===== config.mk =====
export PLATFORM = sky130hd
export DESIGN_NAME = timekeeper_ctrl_flat
export DESIGN_NICKNAME = d
export VERILOG_FILES = /design/src/rtl/timekeeper_pkg.sv /design/src/rtl/timekeeper_if.sv /design/src/rtl/button_debounce.sv /design/src/rtl/timekeeper_ctrl.sv /design/src/flat_wrapper.sv
export SDC_FILE = /design/constraint.sdc
export NUM_CORES = 1
export LEC_CHECK = 0
export ABC_AREA = 0
export CORE_MARGIN = 3
export CORE_UTILIZATION = 40
export DETAILED_ROUTE_END_ITERATION = 7
export GPL_ROUTABILITY_DRIVEN = 0
export HOLD_SLACK_MARGIN = 0.15
export MAX_ROUTING_LAYER = met4
export PLACE_DENSITY = 0.57
export SYNTH_ARGS = -nofsm -noshare
export SYNTH_HDL_FRONTEND = slang
export SYNTH_HIERARCHICAL = 1
export SYNTH_SLANG_ARGS = --single-unit

===== constraint.sdc =====
create_clock -name clockSignal -period 7.1 [get_ports clockSignal]
set_clock_uncertainty 0.1 [all_clocks]
set_input_delay 2.13 -clock clockSignal [delete_from_list [all_inputs] [get_ports clockSignal]]
set_output_delay 2.13 -clock clockSignal [all_outputs]
set_load 0.005 [all_outputs]

===== src/rtl/timekeeper_pkg.sv =====
// timekeeper_pkg
//   Encodings shared by the front-panel controller and the timekeeping
//   datapath: mode codes, ringSource bit positions, lap-slot count, ring
//   FSM state codes and button lane indices.
package timekeeper_pkg;

   typedef enum logic [1:0] {
      TIMER     = 2'd0,
      STOPWATCH = 2'd1,
      CLOCK     = 2'd2,
      ALARM     = 2'd3
   } modeT;

   typedef enum logic {
      RING_IDLE   = 1'b0,
      RING_ACTIVE = 1'b1
   } ringStateT;

   // Bit positions inside ringSource
   localparam int RING_SRC_TIMER = 0;
   localparam int RING_SRC_ALARM = 1;

   localparam int MAX_LAPS_DEFAULT = 10;

   // Lane of each panel button in the debouncer bank
   localparam int BTN_MODE  = 0;
   localparam int BTN_SET   = 1;
   localparam int BTN_SPLIT = 2;
   localparam int NUM_BTNS  = 3;

   // Mode sequence TIMER -> STOPWATCH -> CLOCK -> ALARM -> TIMER (mod 4)
   function automatic modeT nextMode(input modeT m);
      return modeT'(m + 2'd1);
   endfunction

endpackage


===== src/rtl/timekeeper_if.sv =====
// timekeeper_if
//   Controller <-> datapath bundle.
//   master (controller): drives mode, command strobes, lap and ring outputs;
//                        receives run status levels and event pulses.
//   slave  (datapath)  : the mirror image.
interface timekeeper_if;

   // datapath status / events
   logic       timerRunning;
   logic       stopwatchRunning;
   logic       timerExpired;
   logic       alarmMatch;

   // controller outputs
   logic [1:0] mode;
   logic       cmdTimerStart;
   logic       cmdTimerCancel;
   logic       cmdSwToggle;
   logic       cmdLap;
   logic       cmdLapClear;
   logic       cmdClockLoad;
   logic       cmdAlarmLoad;
   logic [3:0] lapIndex;
   logic       lapFull;
   logic       ringSound;
   logic [1:0] ringSource;

   modport master (
      input  timerRunning, stopwatchRunning, timerExpired, alarmMatch,
      output mode, cmdTimerStart, cmdTimerCancel, cmdSwToggle, cmdLap,
             cmdLapClear, cmdClockLoad, cmdAlarmLoad, lapIndex, lapFull,
             ringSound, ringSource
   );

   modport slave (
      output timerRunning, stopwatchRunning, timerExpired, alarmMatch,
      input  mode, cmdTimerStart, cmdTimerCancel, cmdSwToggle, cmdLap,
             cmdLapClear, cmdClockLoad, cmdAlarmLoad, lapIndex, lapFull,
             ringSound, ringSource
   );

endinterface


===== src/rtl/button_debounce.sv =====
// button_debounce
//   Two-flop synchroniser followed by a stable-sample counter. The accepted
//   level only changes after DEBOUNCE_CYCLES consecutive samples disagree
//   with it; a rising acceptance emits a one-cycle pressPulse.
//   Ports: clockSignal, startOrStop (async reset, active-high),
//          rawBtn (asynchronous, high = pressed), pressPulse (1 cycle).
module button_debounce #(
   parameter int DEBOUNCE_CYCLES = 4
) (
   input  logic clockSignal,
   input  logic startOrStop,
   input  logic rawBtn,
   output logic pressPulse
);

   localparam int                CNT_W    = $clog2(DEBOUNCE_CYCLES + 1);
   localparam logic [CNT_W-1:0]  CNT_LAST = CNT_W'(DEBOUNCE_CYCLES - 1);

   logic             syncMetaReg;
   logic             syncLevelReg;
   logic             pressedReg;
   logic             pulseReg;
   logic [CNT_W-1:0] stableCntReg;

   // Reset parks everything in the "pressed" state so that a button held
   // through reset release must be seen low for DEBOUNCE_CYCLES samples
   // before a fresh press can be accepted.
   always_ff @(posedge clockSignal or posedge startOrStop) begin
      if (startOrStop) begin
         syncMetaReg  <= 1'b1;
         syncLevelReg <= 1'b1;
         pressedReg   <= 1'b1;
         pulseReg     <= 1'b0;
         stableCntReg <= '0;
      end else begin
         syncMetaReg  <= rawBtn;
         syncLevelReg <= syncMetaReg;
         pulseReg     <= 1'b0;
         if (syncLevelReg != pressedReg) begin
            if (stableCntReg == CNT_LAST) begin
               pressedReg   <= syncLevelReg;
               pulseReg     <= syncLevelReg;
               stableCntReg <= '0;
            end else begin
               stableCntReg <= stableCntReg + CNT_W'(1);
            end
         end else begin
            stableCntReg <= '0;
         end
      end
   end

   assign pressPulse = pulseReg;

endmodule


===== src/rtl/timekeeper_ctrl.sv =====
// timekeeper_ctrl
//   Front-panel controller: debounces modeBtn/setBtn/splitBtn, owns the
//   mode register, decodes presses into one-cycle datapath command strobes,
//   tracks the stopwatch lap slot and runs the shared ring FSM.
//   Ports: clockSignal (100 Hz), startOrStop (async reset, active-high),
//          modeBtn/setBtn/splitBtn (raw buttons),
//          dp (timekeeper_if.master: status in, mode/cmd/lap/ring out).
module timekeeper_ctrl
   import timekeeper_pkg::*;
#(
   parameter int DEBOUNCE_CYCLES = 4,
   parameter int RING_CYCLES     = 3000,
   parameter int MAX_LAPS        = MAX_LAPS_DEFAULT
) (
   input  logic         clockSignal,
   input  logic         startOrStop,
   input  logic         modeBtn,
   input  logic         setBtn,
   input  logic         splitBtn,
   timekeeper_if.master dp
);

   localparam int                 RING_W      = $clog2(RING_CYCLES);
   localparam logic [RING_W-1:0]  RING_RELOAD = RING_W'(RING_CYCLES - 1);
   localparam logic [3:0]         LAP_LIMIT   = 4'(MAX_LAPS);

   // ---------------- debouncer bank ----------------
   logic [NUM_BTNS-1:0] rawBtns;
   logic [NUM_BTNS-1:0] pressPulse;

   assign rawBtns[BTN_MODE]  = modeBtn;
   assign rawBtns[BTN_SET]   = setBtn;
   assign rawBtns[BTN_SPLIT] = splitBtn;

   genvar gi;
   generate
      for (gi = 0; gi < NUM_BTNS; gi++) begin : genDebounce
         button_debounce #(
            .DEBOUNCE_CYCLES(DEBOUNCE_CYCLES)
         ) uDebounce (
            .clockSignal (clockSignal),
            .startOrStop (startOrStop),
            .rawBtn      (rawBtns[gi]),
            .pressPulse  (pressPulse[gi])
         );
      end
   endgenerate

   // ---------------- state ----------------
   modeT              modeReg;
   ringStateT         ringStateReg;
   logic [RING_W-1:0] ringCntReg;
   logic [1:0]        ringSourceReg;
   logic              ringSoundReg;
   logic [3:0]        lapIndexReg;
   logic              cmdTimerStartReg, cmdTimerCancelReg, cmdSwToggleReg;
   logic              cmdLapReg, cmdLapClearReg, cmdClockLoadReg, cmdAlarmLoadReg;

   logic       modePress, setPress, splitPress, anyPress;
   logic       ringing, ringEvent, ackNow, lapFullNow;
   logic [1:0] eventBits;

   assign modePress  = pressPulse[BTN_MODE];
   assign setPress   = pressPulse[BTN_SET];
   assign splitPress = pressPulse[BTN_SPLIT];
   assign anyPress   = |pressPulse;
   assign ringing    = (ringStateReg == RING_ACTIVE);
   assign ringEvent  = dp.timerExpired | dp.alarmMatch;
   assign ackNow     = ringing & anyPress;
   assign lapFullNow = (lapIndexReg == LAP_LIMIT);

   always_comb begin
      eventBits                 = '0;
      eventBits[RING_SRC_TIMER] = dp.timerExpired;
      eventBits[RING_SRC_ALARM] = dp.alarmMatch;
   end

   always_ff @(posedge clockSignal or posedge startOrStop) begin
      if (startOrStop) begin
         modeReg           <= TIMER;
         ringStateReg      <= RING_IDLE;
         ringCntReg        <= '0;
         ringSourceReg     <= '0;
         ringSoundReg      <= 1'b0;
         lapIndexReg       <= '0;
         cmdTimerStartReg  <= 1'b0;
         cmdTimerCancelReg <= 1'b0;
         cmdSwToggleReg    <= 1'b0;
         cmdLapReg         <= 1'b0;
         cmdLapClearReg    <= 1'b0;
         cmdClockLoadReg   <= 1'b0;
         cmdAlarmLoadReg   <= 1'b0;
      end else begin
         cmdTimerStartReg  <= 1'b0;
         cmdTimerCancelReg <= 1'b0;
         cmdSwToggleReg    <= 1'b0;
         cmdLapReg         <= 1'b0;
         cmdLapClearReg    <= 1'b0;
         cmdClockLoadReg   <= 1'b0;
         cmdAlarmLoadReg   <= 1'b0;

         // Ring FSM: an event always wins over a simultaneous acknowledge.
         case (ringStateReg)
            RING_IDLE: begin
               if (ringEvent) begin
                  ringStateReg  <= RING_ACTIVE;
                  ringSourceReg <= eventBits;
                  ringCntReg    <= RING_RELOAD;
                  ringSoundReg  <= 1'b1;
               end
            end
            RING_ACTIVE: begin
               if (ringEvent) begin
                  ringSourceReg <= ringSourceReg | eventBits;
                  ringCntReg    <= RING_RELOAD;
               end else if (ackNow || ringCntReg == '0) begin
                  ringStateReg  <= RING_IDLE;
                  ringSourceReg <= '0;
                  ringSoundReg  <= 1'b0;
               end else begin
                  ringCntReg    <= ringCntReg - RING_W'(1);
               end
            end
            default: begin
               ringStateReg <= RING_IDLE;
            end
         endcase

         // While ringing every press is swallowed as the acknowledge.
         if (!ringing) begin
            if (modePress) begin
               modeReg <= nextMode(modeReg);
            end else if (setPress) begin
               case (modeReg)
                  TIMER: begin
                     if (dp.timerRunning) cmdTimerCancelReg <= 1'b1;
                     else                 cmdTimerStartReg  <= 1'b1;
                  end
                  STOPWATCH: cmdSwToggleReg  <= 1'b1;
                  CLOCK:     ;
                  ALARM:     cmdAlarmLoadReg <= 1'b1;
                  default:   ;
               endcase
            end else if (splitPress) begin
               case (modeReg)
                  TIMER: cmdTimerCancelReg <= 1'b1;
                  STOPWATCH: begin
                     if (!dp.stopwatchRunning) begin
                        cmdLapClearReg <= 1'b1;
                        lapIndexReg    <= '0;
                     end else if (!lapFullNow) begin
                        cmdLapReg      <= 1'b1;
                        lapIndexReg    <= lapIndexReg + 4'd1;
                     end
                  end
                  CLOCK:   cmdClockLoadReg <= 1'b1;
                  ALARM:   cmdAlarmLoadReg <= 1'b1;
                  default: ;
               endcase
            end
         end
      end
   end

   assign dp.mode           = modeReg;
   assign dp.cmdTimerStart  = cmdTimerStartReg;
   assign dp.cmdTimerCancel = cmdTimerCancelReg;
   assign dp.cmdSwToggle    = cmdSwToggleReg;
   assign dp.cmdLap         = cmdLapReg;
   assign dp.cmdLapClear    = cmdLapClearReg;
   assign dp.cmdClockLoad   = cmdClockLoadReg;
   assign dp.cmdAlarmLoad   = cmdAlarmLoadReg;
   assign dp.lapIndex       = lapIndexReg;
   assign dp.lapFull        = lapFullNow;
   assign dp.ringSound      = ringSoundReg;
   assign dp.ringSource     = ringSourceReg;

endmodule


===== src/flat_wrapper.sv =====
// flat-port wrapper written by rule: the top's interface ports become plain ports
module timekeeper_ctrl_flat import timekeeper_pkg::*;
#(
   parameter int DEBOUNCE_CYCLES = 4,
   parameter int RING_CYCLES     = 3000,
   parameter int MAX_LAPS        = MAX_LAPS_DEFAULT
)
  (clockSignal, startOrStop, modeBtn, setBtn, splitBtn, dp_timerRunning, dp_stopwatchRunning, dp_timerExpired, dp_alarmMatch, dp_mode, dp_cmdTimerStart, dp_cmdTimerCancel, dp_cmdSwToggle, dp_cmdLap, dp_cmdLapClear, dp_cmdClockLoad, dp_cmdAlarmLoad, dp_lapIndex, dp_lapFull, dp_ringSound, dp_ringSource);
  timekeeper_if dp_i ();
  input  logic clockSignal;
  input  logic startOrStop;
  input  logic modeBtn;
  input  logic setBtn;
  input  logic splitBtn;
  input wire logic [$bits(dp_i.timerRunning)-1:0] dp_timerRunning;
  input wire logic [$bits(dp_i.stopwatchRunning)-1:0] dp_stopwatchRunning;
  input wire logic [$bits(dp_i.timerExpired)-1:0] dp_timerExpired;
  input wire logic [$bits(dp_i.alarmMatch)-1:0] dp_alarmMatch;
  output wire logic [$bits(dp_i.mode)-1:0] dp_mode;
  output wire logic [$bits(dp_i.cmdTimerStart)-1:0] dp_cmdTimerStart;
  output wire logic [$bits(dp_i.cmdTimerCancel)-1:0] dp_cmdTimerCancel;
  output wire logic [$bits(dp_i.cmdSwToggle)-1:0] dp_cmdSwToggle;
  output wire logic [$bits(dp_i.cmdLap)-1:0] dp_cmdLap;
  output wire logic [$bits(dp_i.cmdLapClear)-1:0] dp_cmdLapClear;
  output wire logic [$bits(dp_i.cmdClockLoad)-1:0] dp_cmdClockLoad;
  output wire logic [$bits(dp_i.cmdAlarmLoad)-1:0] dp_cmdAlarmLoad;
  output wire logic [$bits(dp_i.lapIndex)-1:0] dp_lapIndex;
  output wire logic [$bits(dp_i.lapFull)-1:0] dp_lapFull;
  output wire logic [$bits(dp_i.ringSound)-1:0] dp_ringSound;
  output wire logic [$bits(dp_i.ringSource)-1:0] dp_ringSource;
  assign dp_i.timerRunning = dp_timerRunning;
  assign dp_i.stopwatchRunning = dp_stopwatchRunning;
  assign dp_i.timerExpired = dp_timerExpired;
  assign dp_i.alarmMatch = dp_alarmMatch;
  assign dp_mode = dp_i.mode;
  assign dp_cmdTimerStart = dp_i.cmdTimerStart;
  assign dp_cmdTimerCancel = dp_i.cmdTimerCancel;
  assign dp_cmdSwToggle = dp_i.cmdSwToggle;
  assign dp_cmdLap = dp_i.cmdLap;
  assign dp_cmdLapClear = dp_i.cmdLapClear;
  assign dp_cmdClockLoad = dp_i.cmdClockLoad;
  assign dp_cmdAlarmLoad = dp_i.cmdAlarmLoad;
  assign dp_lapIndex = dp_i.lapIndex;
  assign dp_lapFull = dp_i.lapFull;
  assign dp_ringSound = dp_i.ringSound;
  assign dp_ringSource = dp_i.ringSource;
  timekeeper_ctrl #(.DEBOUNCE_CYCLES(DEBOUNCE_CYCLES), .RING_CYCLES(RING_CYCLES), .MAX_LAPS(MAX_LAPS)) u_core (.clockSignal(clockSignal), .startOrStop(startOrStop), .modeBtn(modeBtn), .setBtn(setBtn), .splitBtn(splitBtn), .dp(dp_i));
endmodule

==> run_summary.xml <==
<?xml version="1.0" encoding="UTF-8"?>
<metrics>
  <group name="timing">
    <metric name="timing.setup.tns" unit="ns">0</metric>
    <metric name="hold-worst-slack" unit="ns">0.2643</metric>
    <metric name="worst_slew_pin_slew" unit="ns">1.110</metric>
    <metric name="slew_headroom" unit="%">25.92</metric>
    <metric name="setup_violations" unit="">0</metric>
    <metric name="timing.final.crit_share" unit="%">55.36</metric>
    <metric name="max_freq" unit="GHz">0.2544</metric>
    <metric name="finalMaxSlewViolations" unit="">0</metric>
    <metric name="finalWorstPathRequiredPeriod" unit="ns">3.931</metric>
    <metric name="rsz0062_at_grt" unit="">no</metric>
    <metric name="final-hold-violation-count" unit="">0</metric>
  </group>
  <group name="clocking">
    <metric name="postCtsHoldBufs" unit="">0</metric>
    <metric name="tritoncts.num_buffers" unit="">5</metric>
    <metric name="cts.repair_timing.setup_buffer_count" unit="">0</metric>
    <metric name="cts-htree-levels" unit="">2</metric>
    <metric name="cts_resized" unit="">0</metric>
    <metric name="tritoncts" unit="">built</metric>
    <metric name="clock_tree.buffer_depth" unit="">2</metric>
    <metric name="clock_transition_at_path_regs" unit="ns">0.09</metric>
    <metric name="cts.root.buffer_cell" unit="">clkbuf_8</metric>
    <metric name="worst_skew_pair.late_latency" unit="ns">0.29</metric>
    <metric name="tritoncts_num_sinks" unit="">50</metric>
  </group>
  <group name="grt">
    <metric name="vias_in_the_first_global_route" unit="">1576</metric>
    <metric name="global_route.overflow_total" unit="">0</metric>
    <metric name="grt_start_max_net_pins" unit="">30</metric>
    <metric name="antenna_found_initial" unit="">0</metric>
    <metric name="grt_first_pass_wirelength" unit="um">7203</metric>
    <metric name="groute.usage.overall" unit="%">14.21</metric>
  </group>
  <group name="floorplan">
    <metric name="die_h" unit="um">81.50</metric>
    <metric name="top_level_ports" unit="">26</metric>
    <metric name="floorplan.core_area" unit="sq um">5303</metric>
    <metric name="die-width" unit="um">81.50</metric>
    <metric name="die_area" unit="sq um">6641</metric>
    <metric name="initial_standard_cell_utilization_of_the_core" unit="%">42.99</metric>
    <metric name="fp-row-count" unit="">26</metric>
  </group>
  <group name="power_and_ir_drop">
    <metric name="leakagePower" unit="uW">0.001149</metric>
    <metric name="p_per_area" unit="nW/um^2">255.1</metric>
    <metric name="ir_drop" unit="V">0.0001672</metric>
  </group>
  <group name="drt">
    <metric name="postRouteWirelength" unit="um">4077</metric>
    <metric name="drc_errors" unit="">0</metric>
    <metric name="detail_route.wl_per_cell" unit="um">14.06</metric>
    <metric name="post_drt_via_cell_ratio" unit="">5.314</metric>
    <metric name="vias" unit="">1541</metric>
    <metric name="drtAntennaViolNets" unit="">0</metric>
    <metric name="drt_pre_antenna_iters" unit="">4</metric>
    <metric name="dr.first_iter.drc_count" unit="">92</metric>
  </group>
  <group name="synth">
    <metric name="synthesis.nets" unit="">212</metric>
    <metric name="synthesis.instances" unit="">192</metric>
    <metric name="most_frequently_used_flop_master_after_synthesis" unit="">dfrtp_1</metric>
    <metric name="synth_edf_count" unit="">0</metric>
    <metric name="synth_largest_type_area_fraction" unit="%">45.01</metric>
    <metric name="synth-seq-cells" unit="">50</metric>
    <metric name="post_synth.cell_area_avg" unit="sq um">11.87</metric>
    <metric name="synthTopCellsByArea" unit="">dfrtp_1 (45%), dfstp_2 (10%), ha_1 (6.0%)</metric>
    <metric name="seq_area_frac_synth" unit="%">55.38</metric>
    <metric name="synth.cell_area" unit="sq um">2280</metric>
    <metric name="yosys.area.top_type" unit="">dfrtp_1</metric>
    <metric name="number_of_distinct_standard_cells_referenced_by_the_synthesized_netlist" unit="">46</metric>
    <metric name="async_reset_ff_share" unit="%">100.0</metric>
    <metric name="ys_warn_count" unit="">6</metric>
  </group>
  <group name="cells_and_area">
    <metric name="areaGrowthSynthToFinish" unit="%">19.98</metric>
    <metric name="layout_common_cells" unit="">dfrtp_1 (41), clkdlybuf4s50_1 (25), inv_1 (14)</metric>
    <metric name="final_nets" unit="">239</metric>
    <metric name="commonest_non_fill_non_tap_cell_in_the_layout" unit="">dfrtp_1</metric>
    <metric name="num_antenna_cells" unit="">0</metric>
    <metric name="final_layout_size_suffix_gt1_share" unit="%">15.45</metric>
  </group>
  <group name="job">
    <metric name="max_cap_violations" unit="">0</metric>
  </group>
  <group name="worst_setup_path">
    <metric name="crit_type" unit="">reg2out</metric>
    <metric name="cell_with_the_largest_stage_delay_on_the_worst_path" unit="">clkdlybuf4s50_1</metric>
    <metric name="path_buf_inv" unit="">2</metric>
    <metric name="worstReg2RegEnd" unit="">u_core/ringCntReg[10]</metric>
    <metric name="worst_setup_path_end_kind" unit="">output pin</metric>
    <metric name="critPathLaunchType" unit="">flip-flop</metric>
    <metric name="worst_ep_arrival_time" unit="ns">1.70</metric>
    <metric name="setup.reg_to_reg.worst_slack" unit="ns">4.66</metric>
    <metric name="critical_path.top_delay_family" unit="">buffers and inverters</metric>
    <metric name="depth_of_the_most_critical_reg_to_reg_path" unit="">4</metric>
    <metric name="reg2reg_from" unit="">u_core/ringStateReg</metric>
    <metric name="crit_fanout" unit="">4</metric>
    <metric name="path_cells" unit="">inv_1 -&gt; ha_1 -&gt; nand2_1 -&gt; nor2_1 -&gt; clkdlybuf4s50_1</metric>
    <metric name="critical_path.max_stage_delay" unit="ns">0.53</metric>
    <metric name="required" unit="ns">4.87</metric>
  </group>
  <group name="placement">
    <metric name="place.detailed.hpwl" unit="um">3016</metric>
    <metric name="placement.io_buffers" unit="">25</metric>
  </group>
  <group name="min_path">
    <metric name="hold_depth" unit="">0</metric>
    <metric name="worst_hold_startpoint" unit="">u_core/genDebounce[1].uDebounce/syncMetaReg</metric>
    <metric name="worst_hold_path_type" unit="">reg2reg</metric>
    <metric name="hold_end" unit="">u_core/genDebounce[1].uDebounce/syncLevelReg</metric>
  </group>
  <group name="run_status">
    <metric name="outcome" unit="">complete, no violations</metric>
  </group>
</metrics>
## cells by family (layout without fill, tap and decap cells)
group | Yosys count | after routing | share of synthesized area [%]
buffers and inverters | 19 | 47 | 3.183
XOR/XNOR | 4 | 4 | 1.537
flip-flops | 50 | 50 | 55.38
AO/OA/AOI/OAI | 30 | 30 | 8.563
AND/OR/NAND/NOR | 70 | 70 | 21.57
adder cells (fa/ha/maj) | 11 | 11 | 6.037
multiplexers | 8 | 8 | 3.732
## how the worst max path moves through the flow
| stage | startpoint | endpoint | slack [ns] | depth (start not counted) |
|---|---|---|---|---|
| floorplan | u_core/dp.lapIndex[0] | dp_lapFull | 4.05 | 4 |
| finish | u_core/dp.lapIndex[0] | dp_lapFull | 3.17 | 5 |
| CTS | u_core/dp.lapIndex[0] | dp_lapFull | 3.16 | 5 |
| global placement | dp_timerExpired | u_core/dp.ringSound | 3.22 | 4 |
| detailed placement | dp_timerExpired | u_core/dp.ringSound | 3.13 | 4 |
| global route | u_core/dp.lapIndex[0] | dp_lapFull | 3.02 | 5 |
## per-layer routing
layer  up-vias  track usage (%)  part of all wire [%]
met4         0            3.041                  0.44
met2        34            23.53                    51
met1       761            18.05                    44
met5         -                -                     0
met3         2            2.961                   4.4
li1        744                -                     -
## final cells by class
class	instances	area, sq um
inverters	14	52.55
well taps	70	87.58
multi-input cells	123	944.7
clock inverters	3	68.82
clock buffers	5	68.82
fillers	472	2567
flip-flops and latches	50	1262
repair buffers	25	250.2
## report_power, final
group	internal [uW]	total [uW]	switching, uW
logic	66.5	116	49.2
clock network	141	232	90.9
registers	326	350	24.4
## sequential cells by signal, indices dropped and copies added, names as in the netlist
signal                                     cells
u_core/dp.cmdAlarmLoad                         1
u_core/dp.cmdClockLoad                         1
u_core/dp.cmdLap                               1
u_core/dp.cmdLapClear                          1
u_core/dp.cmdSwToggle                          1
u_core/dp.cmdTimerCancel                       1
u_core/dp.cmdTimerStart                        1
u_core/dp.lapIndex                             4
u_core/dp.mode                                 2
u_core/dp.ringSound                            1
u_core/dp.ringSource                           2
u_core/genDebounce.uDebounce/pressPulse        3
u_core/genDebounce.uDebounce/pressedReg        3
u_core/genDebounce.uDebounce/stableCntReg      9
u_core/genDebounce.uDebounce/syncLevelReg      3
u_core/genDebounce.uDebounce/syncMetaReg       3
u_core/ringCntReg                             12
u_core/ringStateReg                            1
## Yosys cell counts, types with 2 or more instances
library cell	number
dfrtp_1	41
inv_1	14
o21ai_0	13
ha_1	11
dfstp_2	9
or3_1	8
nor3_1	7
nor2_1	6
nand2_1	5
nand3_1	5
nor3b_1	5
clkbuf_1	4
mux2_2	4
mux2i_1	4
nand2b_1	4
or4_1	4
xnor2_1	4
and3b_2	3
nor2b_4	3
nor3b_2	3
nor4_1	3
o211ai_1	3
o31ai_1	3
and2_1	2
and4b_1	2
nor4b_1	2
## per-stage QoR
step	cells	worst slack, ns	util, %	instance area (sq um)	power [uW]
after floorplan	192	4.050	-	2280	432.2
after global placement	282	3.219	48.99	2597	460.4
after detailed placement	282	3.134	48.99	2597	473.6
after CTS	290	3.159	51.58	2735	709.2
after global routing	290	3.019	51.58	2735	741.1
final	290	3.169	51.58	2735	697.7
Power figures use the tool's default switching activity.
==> patch, RTL diff (same settings) <==
`DEBOUNCE_CYCLES` is set to 4 in 3 places; all go to 8.
--- a/src/rtl/button_debounce.sv
+++ b/src/rtl/button_debounce.sv
@@ -6,5 +6,5 @@
 //          rawBtn (asynchronous, high = pressed), pressPulse (1 cycle).
 module button_debounce #(
-   parameter int DEBOUNCE_CYCLES = 4
+   parameter int DEBOUNCE_CYCLES = 8
 ) (
    input  logic clockSignal,
--- a/src/rtl/timekeeper_ctrl.sv
+++ b/src/rtl/timekeeper_ctrl.sv
@@ -9,5 +9,5 @@
    import timekeeper_pkg::*;
 #(
-   parameter int DEBOUNCE_CYCLES = 4,
+   parameter int DEBOUNCE_CYCLES = 8,
    parameter int RING_CYCLES     = 3000,
    parameter int MAX_LAPS        = MAX_LAPS_DEFAULT
--- a/src/flat_wrapper.sv
+++ b/src/flat_wrapper.sv
@@ -2,5 +2,5 @@
 module timekeeper_ctrl_flat import timekeeper_pkg::*;
 #(
-   parameter int DEBOUNCE_CYCLES = 4,
+   parameter int DEBOUNCE_CYCLES = 8,
    parameter int RING_CYCLES     = 3000,
    parameter int MAX_LAPS        = MAX_LAPS_DEFAULT
Check against the original RTL: no difference found for any inputs over 10 cycles, from zero or initial values and one cycle with startOrStop high; that may be too few to reach the edited logic, so the function may still have changed.
==> patch against the unedited design <==
Final area grew 4.7%; sequential share of layout area is 0.56 points higher; final cell count increased by 7.2%; worst hold slack lost 0.0042 ns; critical path type unchanged; clock power decreased by 22%; register-to-register slack better by 0.03 ns; highest routed layer unchanged; sequential cell count is 3 higher; setup slack better by 0.014 ns; power decreased by 7.2%; synthesized area grew 6.8%; via count grew 3.9%; wire length up 3.5%.
==> patch: results (changes against the unedited design) <==
metric,value,unit,change
Detailed Route WL,4220,µm,+3.5%
final net count,258,,+7.9%
Post-Synth Adder-Cell Area,5.66,%,-0.38 points
Synth top cells by count,"dfrtp_1, inv_1, o21ai_0, ha_1",,
share of the yosys chip area belonging to registers,55.0,%,-0.42 points
post-detail-place hpwl,2980,µm,-1.0%
area fraction in compound gates after synthesis,8.95,%,+0.38 points
hold path start,u_core/genDebounce[0].uDebounce/syncMetaReg,,
Yosys cell types,45,,-2.2%
post-synthesis mux area share,3.96,%,+0.23 points
Max transition margin,37.0,%,+11 points
dpl ws,3.08,ns,-0.0498 ns
Sw Share,25.4,%,+1.8 points
share of layout cells above drive strength 1,12.1,%,-3.3 points
maximum VDD drop,0.000125,V,-25%
first-pass GRT wire length,7550,µm,+4.8%
XOR/XNOR share of the synthesized area,2.52,%,+0.98 points
status,completed,,
Synth area leaders,"dfrtp_1, dfstp_2, ha_1",,
met1 Use GR,18.3,%,+0.23 points
Filler Cell Count,525,,+11%
hold endpoint,u_core/genDebounce[0].uDebounce/syncLevelReg,,
Vias/cell,5.15,,-3.1%
post-synth top area share,45.2,%,+0.24 points
Tot GR Track Use,13.3,%,-0.94 points
GRT met2 Usage,20.3,%,-3.2 points
CP Data Arrival Time,1.69,ns,
FF-to-FF setup slack,4.69,ns,+0.03 ns
-- patch: through the flow --
step | utilization (%) | area, µm² | cells | hold WS (ns) | power, mW
after global routing | 50.1 | 2860 | 311 | 0.266 | 0.689
after CTS | 50.1 | 2860 | 311 | 0.261 | 0.658
after detailed placement | 48.4 | 2760 | 303 | 0.247 | 0.472
after floorplan | - | 2430 | 210 | 0.245 | 0.439
after global placement | 48.4 | 2760 | 303 | 0.246 | 0.470
final | 50.1 | 2860 | 311 | 0.260 | 0.648
-- patch: final cells by class --
type | instances | area, µm² | area share (%)
sequential | 53 | 1340 | 46.7
multi-input combinational | 135 | 1010 | 35.4
timing repair buffer | 26 | 258 | 9.00
clock buffer | 7 | 96.3 | 3.37
tap | 72 | 90.1 | 3.15
inverter | 17 | 63.8 | 2.23
clock inverter | 1 | 5.00 | 0.175
-- patch: cell families after synthesis --
group,Yosys count
AND/OR/NAND/NOR,76
flip-flops,53
AO/OA/AOI/OAI,33
buffers and inverters,22
adder cells (fa/ha/maj),11
multiplexers,8
XOR/XNOR,7
-- patch: power by group through the flow --
stage	Sequential, mW	Clock [mW]	Combinational [mW]
4_1_cts	0.373	0.189	0.0969
3_3_place_gp	0.376	0	0.0936
5_1_grt	0.379	0.202	0.108
2_1_floorplan	0.371	0	0.0687
6_report	0.373	0.181	0.0942
3_5_place_dp	0.377	0	0.0950
-- patch: worst max-delay path by stage --
stage                                startpoint                   to  slack [ns]
after global routing      u_core/dp.lapIndex[0]           dp_lapFull        3.08
after global placement          dp_timerExpired  u_core/dp.ringSound        3.11
final                     u_core/dp.lapIndex[0]           dp_lapFull        3.18
after detailed placement        dp_timerExpired  u_core/dp.ringSound        3.08
after floorplan           u_core/dp.lapIndex[0]           dp_lapFull        4.05
after CTS                 u_core/dp.lapIndex[0]           dp_lapFull        3.15
-- patch: routing by layer --
metal / up-vias / wire length (µm)
met5: - / 0
met4: 0 / 23
met3: 2 / 126
met2: 23 / 1930
met1: 768 / 2140
li1: 808 / -
